<file path="config.mk">
export PLATFORM = sky130hd
export DESIGN_NAME = writeback_queue
export DESIGN_NICKNAME = d
export VERILOG_FILES = /design/src/rtl/wb_pkg.sv /design/src/rtl/wb_fifo.sv /design/src/rtl/writeback_queue.sv
export SDC_FILE = /design/constraint.sdc
export NUM_CORES = 1
export LEC_CHECK = 0
export CAP_MARGIN = 0
export CORE_MARGIN = 2
export CORE_UTILIZATION = 40
export DETAILED_ROUTE_END_ITERATION = 6
export PLACE_DENSITY = 0.71
export SETUP_SLACK_MARGIN = 0.5
export SYNTH_ARGS = -nofsm -noshare
export SYNTH_HDL_FRONTEND = slang
export SYNTH_SLANG_ARGS = --single-unit
</file>
<file path="constraint.sdc">
create_clock -name clk -period 4.7 [get_ports clk]
set_clock_uncertainty 0.05 [all_clocks]
set_input_delay 0.705 -clock clk [delete_from_list [all_inputs] [get_ports clk]]
set_output_delay 0.705 -clock clk [all_outputs]
set_load 0.01 [all_outputs]
</file>
<file path="src/rtl/wb_pkg.sv">
`default_nettype none
// ============================================================================
//  Module   : wb_pkg
//  Purpose  : Shared definitions for the writeback queue: register-file
//             geometry, the queued entry type and the destination range check.
//  Revision : 1.0 - initial release
// ============================================================================

`ifndef REG_FILE_SIZE
`define REG_FILE_SIZE 32
`endif
`ifndef REG_FILE_ADDR_LEN
`define REG_FILE_ADDR_LEN 4
`endif

package wb_pkg;

    localparam int WB_DATA_W = `REG_FILE_SIZE;
    localparam int WB_ADDR_W = `REG_FILE_ADDR_LEN;
    localparam int NUM_REGS  = 12;

    // One pending register-file write.
    typedef struct packed {
        logic [WB_ADDR_W-1:0] dest;
        logic [WB_DATA_W-1:0] val;
    } wb_entry_t;

    // True when dest names an architectural register (0..limit-1).
    function automatic logic is_valid_dest(input logic [WB_ADDR_W-1:0] dest,
                                           input int unsigned          limit);
        return (32'(dest) < limit);
    endfunction

endpackage

`default_nettype wire

</file>
<file path="src/rtl/wb_fifo.sv">
`default_nettype none
// ============================================================================
//  Module   : wb_fifo
//  Purpose  : DEPTH-entry FIFO of wb_entry_t with two write ports and one
//             read port. The head is dequeued on every clock while non-empty.
//  Ports    : clk, rst        - clock, asynchronous active-high reset
//             enq0_valid_i/   - first (older) enqueue slot
//             enq0_data_i
//             enq1_valid_i/   - second (younger) enqueue slot
//             enq1_data_i
//             head_o          - oldest entry, straight from storage flops
//             count_o         - current occupancy
//  Revision : 1.0 - initial release
// ============================================================================
module wb_fifo
    import wb_pkg::*;
#(
    parameter  int DEPTH = 4,
    localparam int PW    = $clog2(DEPTH),
    localparam int CW    = PW + 1
) (
    input  logic          clk,
    input  logic          rst,
    input  logic          enq0_valid_i,
    input  wb_entry_t     enq0_data_i,
    input  logic          enq1_valid_i,
    input  wb_entry_t     enq1_data_i,
    output wb_entry_t     head_o,
    output logic [CW-1:0] count_o
);

    wb_entry_t     mem_q [DEPTH];
    logic [PW-1:0] rd_ptr_q, rd_ptr_d;
    logic [PW-1:0] wr_ptr_q, wr_ptr_d;
    logic [PW-1:0] w_wr1_ptr;
    logic [CW-1:0] count_q,  count_d;
    logic          w_deq;
    logic [1:0]    w_enq_n;

    always_comb begin
        w_deq     = (count_q != '0);
        w_enq_n   = {1'b0, enq0_valid_i} + {1'b0, enq1_valid_i};
        // Slot 1 lands directly behind slot 0 when both are written.
        w_wr1_ptr = wr_ptr_q + PW'(enq0_valid_i);
        wr_ptr_d  = wr_ptr_q + PW'(w_enq_n);
        rd_ptr_d  = rd_ptr_q + PW'(w_deq);
        count_d   = count_q + CW'(w_enq_n) - CW'(w_deq);
    end

    always_ff @(posedge clk or posedge rst) begin
        if (rst) begin
            rd_ptr_q <= '0;
            wr_ptr_q <= '0;
            count_q  <= '0;
        end else begin
            rd_ptr_q <= rd_ptr_d;
            wr_ptr_q <= wr_ptr_d;
            count_q  <= count_d;
        end
    end

    // Storage is deliberately not reset; an empty queue exposes stale data
    // that the consumer ignores because the valid flag is low.
    always_ff @(posedge clk) begin
        if (enq0_valid_i) begin
            mem_q[wr_ptr_q] <= enq0_data_i;
        end
        if (enq1_valid_i) begin
            mem_q[w_wr1_ptr] <= enq1_data_i;
        end
    end

    assign head_o  = mem_q[rd_ptr_q];
    assign count_o = count_q;

endmodule

`default_nettype wire

</file>
<file path="src/rtl/writeback_queue.sv">
`default_nettype none
// ============================================================================
//  Module   : writeback_queue
//  Purpose  : Merges ALU and load results into an ordered queue that drains
//             one write per clock into the register file's single write port.
//             Out-of-range destinations are dropped and flagged (sticky).
//  Ports    : clk, rst                      - clock, async active-high reset
//             alu_valid_i/alu_dest_i/alu_val_i - ALU result
//             mem_valid_i/mem_dest_i/mem_val_i - load result
//             in_ready_o                    - room for two entries this cycle
//             wr_en_o/wr_dest_o/wr_val_o    - register-file write port
//             count_o                       - queue occupancy
//             dest_err_o                    - sticky dropped-destination flag
//  Revision : 1.0 - initial release
// ============================================================================

`ifndef REG_FILE_SIZE
`define REG_FILE_SIZE 32
`endif
`ifndef REG_FILE_ADDR_LEN
`define REG_FILE_ADDR_LEN 4
`endif

module writeback_queue
    import wb_pkg::*;
#(
    parameter  int DATA_W   = `REG_FILE_SIZE,
    parameter  int ADDR_W   = `REG_FILE_ADDR_LEN,
    parameter  int NUM_REGS = wb_pkg::NUM_REGS,
    parameter  int DEPTH    = 4,   // power of two, >= 2
    localparam int CW       = $clog2(DEPTH) + 1
) (
    input  logic              clk,
    input  logic              rst,
    input  logic              alu_valid_i,
    input  logic [ADDR_W-1:0] alu_dest_i,
    input  logic [DATA_W-1:0] alu_val_i,
    input  logic              mem_valid_i,
    input  logic [ADDR_W-1:0] mem_dest_i,
    input  logic [DATA_W-1:0] mem_val_i,
    output logic              in_ready_o,
    output logic              wr_en_o,
    output logic [ADDR_W-1:0] wr_dest_o,
    output logic [DATA_W-1:0] wr_val_o,
    output logic [CW-1:0]     count_o,
    output logic              dest_err_o
);

    logic          w_ready;
    logic          w_mem_ok;
    logic          w_alu_ok;
    logic          w_mem_acc;
    logic          w_alu_acc;
    logic          w_drop;
    logic          w_enq0_valid;
    logic          w_enq1_valid;
    wb_entry_t     w_mem_entry;
    wb_entry_t     w_alu_entry;
    wb_entry_t     w_enq0_data;
    wb_entry_t     w_head;
    logic [CW-1:0] w_count;
    logic          dest_err_q, dest_err_d;

    // Ready is derived from registered occupancy only, so it never depends on
    // the same-cycle dequeue or on the producers' valid inputs.
    assign w_ready = (w_count <= CW'(DEPTH - 2));

    always_comb begin
        w_mem_entry.dest = mem_dest_i;
        w_mem_entry.val  = mem_val_i;
        w_alu_entry.dest = alu_dest_i;
        w_alu_entry.val  = alu_val_i;

        w_mem_ok  = is_valid_dest(mem_dest_i, NUM_REGS);
        w_alu_ok  = is_valid_dest(alu_dest_i, NUM_REGS);
        w_mem_acc = w_ready && mem_valid_i && w_mem_ok;
        w_alu_acc = w_ready && alu_valid_i && w_alu_ok;

        // Only results actually presented during a ready cycle can be dropped;
        // valid held high while stalled is not a new result.
        w_drop = w_ready && ((mem_valid_i && !w_mem_ok) ||
                             (alu_valid_i && !w_alu_ok));

        // Load result is the older instruction, so it takes slot 0; the ALU
        // result moves into slot 0 when the load is absent or dropped.
        w_enq0_valid = w_mem_acc || w_alu_acc;
        w_enq0_data  = w_mem_acc ? w_mem_entry : w_alu_entry;
        w_enq1_valid = w_mem_acc && w_alu_acc;

        dest_err_d = dest_err_q || w_drop;
    end

    always_ff @(posedge clk or posedge rst) begin
        if (rst) begin
            dest_err_q <= 1'b0;
        end else begin
            dest_err_q <= dest_err_d;
        end
    end

    wb_fifo #(
        .DEPTH (DEPTH)
    ) u_fifo (
        .clk          (clk),
        .rst          (rst),
        .enq0_valid_i (w_enq0_valid),
        .enq0_data_i  (w_enq0_data),
        .enq1_valid_i (w_enq1_valid),
        .enq1_data_i  (w_alu_entry),
        .head_o       (w_head),
        .count_o      (w_count)
    );

    assign in_ready_o = w_ready;
    assign wr_en_o    = (w_count != '0);
    assign wr_dest_o  = w_head.dest;
    assign wr_val_o   = w_head.val;
    assign count_o    = w_count;
    assign dest_err_o = dest_err_q;

endmodule

`default_nettype wire
</file>
Yosys cells after proc, flatten, opt, wreduce, memory -nomap -nowiden
Memory sizes are Yosys's and may differ from the RTL's.
Cells that the tools add are included.
{"block": "op_classes", "n_addsub": 6, "magnitude_cmp": 3, "muxes": 5, "reduce_logical": 14}
{"op": "36-bit two-way mux", "count": 1}
{"op": "1-bit logical AND", "count": 8}
{"op": "4-bit less-than comparator, second input constant", "count": 2}
{"op": "2-bit by 1-bit adder with 2-bit output", "count": 2}
{"op": "1-bit two-way mux", "count": 4}
{"op": "3-bit by 2-bit adder with 3-bit output", "count": 1}
{"op": "3-bit by 2-bit <= comparator with 1-bit output, second input constant", "count": 1}
{"op": "1-bit logical OR", "count": 3}
{"op": "3-bit nonzero test", "count": 1}
{"op": "3-bit by 1-bit subtractor with 3-bit output", "count": 1}
{"op": "1-bit by 1-bit adder with 2-bit output", "count": 1}
{"op": "2-bit adder", "count": 1}
{"op": "1-bit zero test", "count": 2}
{"block": "totals", "reg_bits": 8, "mem_bits_rw": 144, "out_inout_bits": 42, "word_cells": 33, "n_memories": 1}
{"memory": "u_fifo.mem_q", "depth": 4, "word_bits": 36, "read_ports": 1, "rd_ports_with_merged_regs": 0, "write_ports": 2, "line_no": "wb_fifo.sv:32", "rtl": "wb_entry_t mem_q [DEPTH];"}

Depth between registers and ports, before layout
Gate-level depths: netlist (run 1).
{"block": "depth", "word_depth": 7, "ltp_mapped": 10}

Hierarchy
From an unflattened synthesis (run 1), not the netlist that was laid out.
{"block": "unflattened", "cells_unflattened": 442, "hier_area_um2": 7940.1}
{"mod": "wb_fifo", "instances": 1, "cells_per_inst": 387, "area_per_inst_um2": 7322.0}
{"mod": "writeback_queue", "instances": 1, "cells_per_inst": 55, "area_per_inst_um2": 618.1}

Worst setup path before layout (run 1)
OpenSTA, ideal clock, no wires.
{"block": "synth_path", "path_type": "input to register", "startpoint": "in mem_dest_i[2]", "endpoint": "mem u_fifo.mem_q[0][0] in the netlist's numbering (enable)", "setup_time_ns": 0.484, "t_arrival_ns": 4.197, "t_required_ns": 4.166, "slack_ns": -0.030, "stages": 5, "path_cell_list": "and2_1 -> nor3_1 -> inv_1 -> ha_1 -> o31ai_1"}
{"item": "start, declared", "line_no": "writeback_queue.sv:39", "rtl": "input logic [ADDR_W-1:0] mem_dest_i,"}
{"item": "end, declared", "line_no": "wb_fifo.sv:32"}

==> results of run 1 <==
-- worst min-delay path by stage --
stage	cells after the start	from	slack, ns	end
2_1_floorplan	1	u_fifo.rd_ptr_q[0]	0.42	u_fifo.rd_ptr_q[0]
3_3_place_gp	1	dest_err_o	0.40	dest_err_o
3_5_place_dp	1	dest_err_o	0.41	dest_err_o
4_1_cts	1	dest_err_o	0.43	dest_err_o
5_1_grt	1	dest_err_o	0.45	dest_err_o
6_report	1	dest_err_o	0.42	dest_err_o
-- final cells by class --
type	instances	area, µm²	area share [%]
inverters	12	45.04	0.4593
clock buffers	20	436.7	4.453
clock inverters	12	108.9	1.110
repair buffers	128	1329	13.55
well taps	260	325.3	3.317
multi-input cells	229	3035	30.95
flip-flops and latches	152	4527	46.16
-- sequential cells by signal, summed over array words and instances (netlist names) --
register	count
u_fifo.rd_ptr_q	2
u_fifo.mem_q	144
u_fifo.count_o	3
dest_err_o	1
u_fifo.wr_ptr_q	2
-- logic make-up after synthesis --
| family | Yosys count | share of synthesized area (%) |
|---|---|---|
| buffers and inverters | 34 | 2.628 |
| flip-flops | 152 | 58.66 |
| multiplexers | 172 | 31.88 |
| AND/OR/NAND/NOR | 22 | 1.428 |
| XOR/XNOR | 7 | 0.9898 |
| adder cells (fa/ha/maj) | 10 | 1.720 |
| AO/OA/AOI/OAI | 18 | 2.693 |
-- placed cells by master, fill, tap and decap left out --
cell	netlist	layout
ha_1	9	9
dfrtp_1	8	6
nor2b_1	2	2
xnor2_2	1	1
xor2_2	1	1
a21o_1	1	1
buf_12	0	6
clkinv_1	0	4
o2111ai_4	4	4
clkinv_2	0	5
clkbuf_1	3	3
nor2_1	1	1
clkinv_4	0	1
clkbuf_16	0	17
o21ai_4	0	2
edfxtp_1	144	144
mux2_2	100	100
o31ai_4	0	2
xnor2_1	3	3
xor2_1	2	2
nand2b_1	2	2
a22oi_1	8	8
inv_1	12	12
nand3_1	3	3
and2_1	2	2
a32o_1	1	1
fa_1	1	1
bufinv_16	0	2
nand2_1	7	7
buf_4	6	5
clkdlybuf4s50_1	0	117
and3_1	1	1
mux4_2	36	36
mux2_4	31	31
mux2_1	5	5
or3_1	1	1
nor3_1	3	3
dfrtp_2	0	2
-- power by group through the flow --
stage	Combinational (W)	Clock [W]	Sequential (W)
2_1_floorplan	0.00145	0	0.00197
3_3_place_gp	0.00224	0	0.00209
3_5_place_dp	0.00227	0	0.00210
4_1_cts	0.00228	0.00129	0.00208
5_1_grt	0.00239	0.00135	0.00210
6_report	0.00224	0.00127	0.00207
-- routing by layer --
layer  track usage [%]  share of wire, %  vias to the layer above
li1                  -                 -                     1931
met1             21.18                42                     2230
met2             30.26                52                      117
met3             4.292               4.5                       22
met4             5.732               1.9                        0
met5                 0                 0                        -
-- per-stage QoR --
| step | setup WS, ns | utilization (%) | setup TNS, ns | hold slack (ns) |
|---|---|---|---|---|
| 6_report | 1.113 | 52.08 | 0 | 0.4185 |
| 5_1_grt | 0.9454 | 52.08 | 0 | 0.4530 |
| 4_1_cts | 1.091 | 52.08 | 0 | 0.4292 |
| 3_5_place_dp | 0.6456 | 49.18 | 0 | 0.4115 |
| 3_3_place_gp | 0.7491 | 49.18 | 0 | 0.4007 |
| 2_1_floorplan | -0.03040 | - | -2.189 | 0.4233 |
==> results.cfg, run 1 <==
[run_status]
status = finished clean

[clock_tree]
clkTransAtPathRegs_ns = 0.06
cts-root-buf = clkbuf_16
cts_tree = yes
cts.repair.resized = 0
numCtsBuffers = 17
ctsLongestPathBuffers = 2
ctsHoldBuffers = 0
clkSinkCount = 152
post_cts_buffers = 0
clkLatencyLatePin_ns = 0.41
h-tree-depth = 4

[synth]
ys_warn_count = 0
ys_types = 33
synth_most_common_cell = edfxtp_1
yosysSeqAreaShare_pct = 58.66
yosys.area.top_type_share_pct = 56.07
synth-main-ff-cell = edfxtp_1
synth_top_cell_by_area = edfxtp_1
syn_area_um2 = 7712
syn_inst = 415
synth_fp_nets = 501
synthArstFlopShare_pct = 5.263
synth_edf_count = 144
avgSynthCellArea_um2 = 18.58
synth_top_cells_by_count = edfxtp_1 (144), mux2_2 (100), mux4_2 (36)
synth_seq_cells = 152
ys_top_cells_by_area = edfxtp_1 (56%), mux2_2 (15%), mux4_2 (11%)

[critical_path]
critPathLaunchType = input pin
path_buf_inv = 4
crit_required_ns = 4.77
crit_path_max_incr_delay_ns = 0.45
path_max_fanout = 29
cp_top_family = buffers and inverters
crit_end = u_fifo.mem_q[1][25]
reg2reg_from = u_fifo.count_o[1]
critical_path_class = input pin to register
crit_cells = 11
slowest_stage = o21ai_4
r2r-end = u_fifo.mem_q[1][25]
regToRegSetupSlack_ns = 1.40
setup.worst_path.end_class = register
r2r_cells = 10
crit_arrival_ns = 3.66
crit_start = mem_dest_i[2]
cp_cell_sequence = clkdlybuf4s50_1 > and2_1 > nor3_1 > inv_1 > ha_1 > inv_1 > ha_1 > xnor2_2 > nand3_1 > o21ai_4 > buf_4

[job]
cap_viol_max_count = 0

[place]
gp_congestion = 0.7746
dp_cells = 781
dpl_cell_area_um2 = 9261
port_buffers = 117
hpwl_mm = 10.90

[drt]
wire_per_inst_um = 20.98
ant_nets = 0
drt-pass1-iter-count = 6
routed_via_density = 5.289
num_vias = 4300
wirelength_mm = 17.06
post-route-drc-count = 0
drt_iter0_markers = 294

[floorplan]
pin_count = 118
core.rowCount = 50
core_area_um2 = 18830
dieArea_um2 = 20410
initial_core_util_pct = 40.96
die_h_um = 142.9
die-width_um = 142.9

[timing]
finalCriticalPeriod_ns = 3.587
finalCritPeriodShare_pct = 76.31
worstMarginPinSlew_ns = 1.198
hold_viol = 0
rsz0062_at_grt = no
setup_viol = 0
drv_slew = 0
slew_headroom_pct = 20.17
fmaxAchievable_mhz = 278.8

[hold_path]
hp-class = register to register

[global_route]
grt_start_max_net_pins = 38
antenna_found_initial = 0
grt_pass1_vias = 4682
grt_usage_pct = 17.36
grt_pass1_wl_mm = 26.10
grt_overflow = 0

[power_and_ir_drop]
p_int_w = 0.003875
seqPwrFrac_pct = 37.1
ir_worst_vdd_mv = 0.3404
power_w = 0.005581
comb_power_share_pct = 40.1
clock_power_share_pct = 22.8
leakagePower_nw = 3.422
p_sw_share_pct = 30.57
p_switching_w = 0.001706
powerDensity_nw_per_um2 = 569.1

[final_layout]
fillers = 1527
drive_above_1_share_pct = 38.88
nNetsFinal = 626
final_area_um2 = 9807
instances_no_fill = 813
n_antenna_cell = 0
area.growth.synth_to_final_pct = 27.16
No activity file was read; power rests on OpenSTA's default activity.
==> inputs of run 2 (changes only) <==
--- a/config.mk
+++ b/config.mk
@@ -9,7 +9,7 @@
 export CORE_MARGIN = 2
 export CORE_UTILIZATION = 40
 export DETAILED_ROUTE_END_ITERATION = 6
-export PLACE_DENSITY = 0.71
+export PLACE_DENSITY = 0.68
 export SETUP_SLACK_MARGIN = 0.5
 export SYNTH_ARGS = -nofsm -noshare
 export SYNTH_HDL_FRONTEND = slang
==> constraint.sdc (replaced) <==
create_clock -name clk -period 3.4 [get_ports clk]
set_clock_uncertainty 0.05 [all_clocks]
set_input_delay 0.51 -clock clk [delete_from_list [all_inputs] [get_ports clk]]
set_output_delay 0.51 -clock clk [all_outputs]
set_load 0.01 [all_outputs]
==> run 2 against run 1 <==
Compared with the run above:
- core utilization rose by 2.9 points
- design area increased by 5.5%
- wire length up 7.3%
- worst setup slack lost 0.57 ns
- sequential power is 35% higher
- first-iteration DRC count down 3.7%
- hold slack worse by 0.13 ns
- largest cell class unchanged
==> results.cfg, run 2 (same netlist as run 1, synthesis figures left out) <==
[clock_tree]
clkTransAtPathRegs_ns = 0.06
cts_tree = yes
numCtsBuffers = 17
ctsLongestPathBuffers = 2
cts-root-buf = clkbuf_16
clkSinkCount = 152
clkLatencyLatePin_ns = 0.42
h-tree-depth = 4

[floorplan]
core.rowCount = 50
initial_core_util_pct = 40.96
die-width_um = 142.9
dieArea_um2 = 20410
core_area_um2 = 18830
die_h_um = 142.9
pin_count = 118

[final_layout]
largest_register = u_fifo.mem_q
n_antenna_cell = 0
fillers = 1476
nNetsFinal = 654
final_area_um2 = 10340
drive_above_1_share_pct = 44.06
layout_commonest_cell = edfxtp_1
largest_reg_flops = 144
instances_no_fill = 841
area.growth.synth_to_final_pct = 34.12
final_cell_mix = edfxtp_1 (144), clkdlybuf4s50_1 (117), mux2_2 (100)

[run_status]
status = finished clean

[power_and_ir_drop]
leakagePower_nw = 3.675
p_switching_w = 0.002555
comb_power_share_pct = 44.7
p_sw_share_pct = 31.04
ir_worst_vdd_mv = 0.4757
clock_power_share_pct = 21.5
powerDensity_nw_per_um2 = 795.7
seqPwrFrac_pct = 33.9
p_int_w = 0.005676

[global_route]
grt_overflow = 0
grt_usage_pct = 18.10
grt_pass1_vias = 4822
grt_start_max_net_pins = 28
grt_pass1_wl_mm = 27.07
antenna_found_initial = 0

[drt]
drt_iter0_markers = 283
num_vias = 4451
drt-pass1-iter-count = 4
routed_via_density = 5.293
wirelength_mm = 18.31
post-route-drc-count = 0
wire_per_inst_um = 21.77
ant_nets = 0

[place]
dpl_cell_area_um2 = 9532
dp_cells = 794
place_ws_ns = 0.05910
port_buffers = 117
gp_congestion = 0.8008
hpwl_mm = 11.46

[critical_path]
critPathLaunchType = input pin
path_buf_inv = 6
path_max_fanout = 9
slowest_stage = clkdlybuf4s50_1
crit_path_max_incr_delay_ns = 0.46
crit_arrival_ns = 2.98
cp_top_family = buffers and inverters
crit_required_ns = 3.53
cp_cell_sequence = clkdlybuf4s50_1 > and2_4 > nor3_2 > inv_1 > ha_1 > inv_2 > ha_4 > buf_4 > nand2_2 > o2111ai_4 > buf_12 > clkbuf_16 > mux2_1
critical_path_class = input pin to register
setup.worst_path.end_class = register

[job]
cap_viol_max_count = 0

[timing]
finalCritPeriodShare_pct = 83.95
slew_headroom_pct = 57.20
worst_slack_ns = 0.5457
setup_tns_ns = 0
whs_ns = 0.2853
setup_viol = 0
worstMarginPinSlew_ns = 0.6371
rsz0062_at_grt = no
fmaxAchievable_mhz = 350.4
finalCriticalPeriod_ns = 2.854
hold_viol = 0
drv_slew = 0

[hold_path]
hp-class = input pin to asynchronous set/reset pin
-- run 2: cell types whose count changed in the layout (fill, tap and decap cells not counted), moves of 3 or more --
cell / delta
buf_12: +15
buf_4: +9
clkbuf_16: +3
clkinv_1: -4
-- run 2: timing repair --
item                                    4_1_cts  5_1_grt
hold buffers                                  0        0
endpoints found under the setup margin       27      228
gates resized for setup                       1       10
setup buffers                                 2       10
gates cloned                                  0        3
pin swaps                                     0        5
-- run 2: path summary, 6_finish.rpt --
check                      slack [ns]         startpoint  cells after the start                  end
max                              0.55      mem_dest_i[2]                     13  u_fifo.mem_q[3][30]
min                              0.29                rst                      2    u_fifo.count_o[0]
max in group asynchronous        2.74                rst                      2   u_fifo.rd_ptr_q[0]
min in group clk                 0.42         dest_err_o                      1           dest_err_o
max reg2reg                      0.61  u_fifo.count_o[1]                     12  u_fifo.mem_q[3][30]
min reg2reg                      0.42         dest_err_o                      1           dest_err_o
-- run 2: final cells by class --
type / instances / area [µm²] / area share, %
sequential: 152 / 4529 / 43.79
multi-input combinational: 229 / 3095 / 29.93
timing repair buffer: 156 / 1799 / 17.39
clock buffer: 19 / 442.9 / 4.282
tap: 260 / 325.3 / 3.145
clock inverter: 13 / 106.4 / 1.028
inverter: 12 / 45.04 / 0.4355
-- run 2: metal layers --
layer | GRT usage [%] | up-vias | wire length [µm]
li1 | - | 2000 | -
met4 | 5.576 | 0 | 252
met3 | 4.292 | 21 | 612
met2 | 31.78 | 102 | 9668
met1 | 22.16 | 2328 | 7778
met5 | 0 | - | 0
-- run 2: power groups by stage --
stage                     registers [W]  logic, W  clock network [W]
after CTS                       0.00278   0.00354            0.00181
after floorplan                 0.00270   0.00205                  0
after detailed placement        0.00284   0.00346                  0
final                           0.00279   0.00368            0.00177
after global placement          0.00282   0.00341                  0
after global routing            0.00282   0.00391            0.00188
-- run 2: through the flow --
stage	utilization [%]	total power (W)
2_1_floorplan	-	0.004750
3_3_place_gp	50.62	0.006235
3_5_place_dp	50.62	0.006296
4_1_cts	53.69	0.008128
5_1_grt	54.93	0.008610
6_report	54.93	0.008230
-- run 2: worst register-to-register path, cell delays in order (launching register included) --
cell       delay, ns
dfrtp_1         0.42
and2_1          0.24
nor3_2          0.21
inv_1           0.06
ha_1            0.22
inv_2           0.08
ha_4            0.19
buf_4           0.14
nand2_2         0.11
o2111ai_4       0.15
buf_12          0.18
clkbuf_16       0.17
mux2_1          0.31
==> inputs of run 3 (changes only) <==
--- a/config.mk
+++ b/config.mk
@@ -9,7 +9,7 @@
 export CORE_MARGIN = 2
 export CORE_UTILIZATION = 40
 export DETAILED_ROUTE_END_ITERATION = 6
-export PLACE_DENSITY = 0.68
+export PLACE_DENSITY = 0.71
 export SETUP_SLACK_MARGIN = 0.5
 export SYNTH_ARGS = -nofsm -noshare
 export SYNTH_HDL_FRONTEND = slang
==> constraint.sdc (replaced) <==
create_clock -name clk -period 2.32 [get_ports clk]
set_clock_uncertainty 0.05 [all_clocks]
set_input_delay 0.348 -clock clk [delete_from_list [all_inputs] [get_ports clk]]
set_output_delay 0.348 -clock clk [all_outputs]
set_load 0.01 [all_outputs]
==> run 3 against run 2 <==
Compared with the run above:
- the run now ends with setup timing left
- clock-buffer cell count grew 2
- global-route usage increased by 5.0 points
- hold slack got worse by 0.15 ns
- worst setup slack lost 0.90 ns
- die area unchanged
- sequential power increased by 44%
- register-to-register slack got worse by 0.96 ns
- core utilization grew 12 points
- combinational power is 130% higher
- highest routed layer unchanged
==> results.cfg, run 3 (same netlist as run 1, synthesis figures left out) <==
[floorplan]
die-width_um = 142.9
core.rowCount = 50
initial_core_util_pct = 40.96
core_area_um2 = 18830
pin_count = 118
die_h_um = 142.9
dieArea_um2 = 20410

[clock_tree]
ctsLongestPathBuffers = 2
cts-root-buf = clkbuf_16
cts_tree = yes
ctsHoldBuffers = 0
h-tree-depth = 4
clkLatencyLatePin_ns = 0.43
numCtsBuffers = 17
clkTransAtPathRegs_ns = 0.06
clkSinkCount = 152

[critical_path]
reg2reg_from = u_fifo.count_o[0]
r2r_cells = 14
setup.worst_path.end_class = register
path_max_fanout = 7
crit_end = u_fifo.mem_q[0][22]
crit_required_ns = 2.42
crit_start = u_fifo.count_o[0]
r2r-end = u_fifo.mem_q[0][22]
critical_path_class = register to register
crit_arrival_ns = 2.77
critPathLaunchType = register
regToRegSetupSlack_ns = -0.35

[power_and_ir_drop]
ir_worst_vdd_mv = 0.7263
powerDensity_nw_per_um2 = 1215
leakagePower_nw = 5.179
power_w = 0.01534

[global_route]
antenna_found_initial = 0
grt_usage_pct = 23.10
grt_pass1_wl_mm = 33.75
grt_overflow = 0
grt_start_max_net_pins = 17
grt_pass1_vias = 5339

[hold_path]
hp-class = input pin to asynchronous set/reset pin

[timing]
worstMarginPinSlew_ns = 0.7903
setup_viol = 323
hold_viol = 0
rsz0062_at_grt = yes
fmaxAchievable_mhz = 374.0
drv_slew = 0
finalCritPeriodShare_pct = 115.3
slew_headroom_pct = 47.31
finalCriticalPeriod_ns = 2.674
worst_slack_ns = -0.3540
setup_tns_ns = -84.64

[final_layout]
fillers = 1152
layout_commonest_cell = edfxtp_1
nNetsFinal = 773
n_antenna_cell = 0
multi_input_area_um2 = 3611
final_cell_mix = edfxtp_1 (144), mux2_4 (130), buf_6 (86)
largest_reg_flops = 144
area.growth.synth_to_final_pct = 63.69
largest_register = u_fifo.mem_q
drive_above_1_share_pct = 62.71
utilization_pct = 67.04
regArea_um2 = 4527

[drt]
drt-pass1-iter-count = 4
num_vias = 5155
wirelength_mm = 24.07
post-route-drc-count = 0
wire_per_inst_um = 25.08
routed_via_density = 5.370
ant_nets = 0
drt_iter0_markers = 305

[run_status]
violations = setup timing
status = finished, violations left

[place]
hpwl_mm = 11.96
gp_congestion = 0.8011
place_ws_ns = -0.7231
port_buffers = 117

[job]
cap_viol_max_count = 0
## run 3: metal layers
layer  global-route usage [%]  share of wire, %  vias to the layer above
met5                        0                 0                        -
met4                    7.921               1.7                        0
met3                    4.527               4.4                       31
met2                    39.75                54                      147
met1                    29.30                40                     2722
li1                         -                 -                     2255
## run 3: worst max-delay path, stage by stage (launching register included)
cell and delay (ns):
dfrtp_1 0.38, and2_4 0.19, nor2_4 0.12, nand3_2 0.11, ha_4 0.18, inv_4 0.06, ha_4 0.16, buf_6 0.12
xnor2_4 0.15, buf_6 0.14, buf_6 0.10, buf_6 0.09, nand2_4 0.04, o31ai_4 0.19, clkbuf_16 0.30
## run 3: repair_timing
item | in CTS | in global routing
buffers inserted | 56 | 18
pin swaps | 8 | 10
gates cloned | 21 | 7
setup endpoints to repair | 332 | 333
resized for setup | 306 | 81
## run 3: metrics by stage
stage	hold slack, ns	cell area [µm²]	std cells
3_5_place_dp	0.4045	9852	826
4_1_cts	0.1474	11950	935
3_3_place_gp	0.3912	9852	826
2_1_floorplan	0.1137	7908	415
6_report	0.1318	12620	960
5_1_grt	0.1727	12620	960
## run 3: worst min-delay path by stage
stage	startpoint	endpoint	slack (ns)	cells after the start
detailed placement	dest_err_o	dest_err_o	0.40	1
global route	rst	u_fifo.count_o[2]	0.17	2
global placement	dest_err_o	dest_err_o	0.39	1
finish	rst	dest_err_o	0.13	2
floorplan	rst	dest_err_o	0.11	1
CTS	rst	dest_err_o	0.15	2
## run 3: area by class of cell
cell class | count | share of cell area (%)
repair buffers | 275 | 27.97
flip-flops and latches | 152 | 35.86
multi-input cells | 229 | 28.60
clock inverters | 11 | 0.9713
inverters | 12 | 0.3766
well taps | 260 | 2.577
clock buffers | 21 | 3.647
## run 3: where the power goes
group	switching (W)	total (W)	leakage, nW	internal [W]
logic	0.00344	0.00857	3.50	0.00513
registers	0.000232	0.00401	1.40	0.00378
clock network	0.00113	0.00277	0.275	0.00164
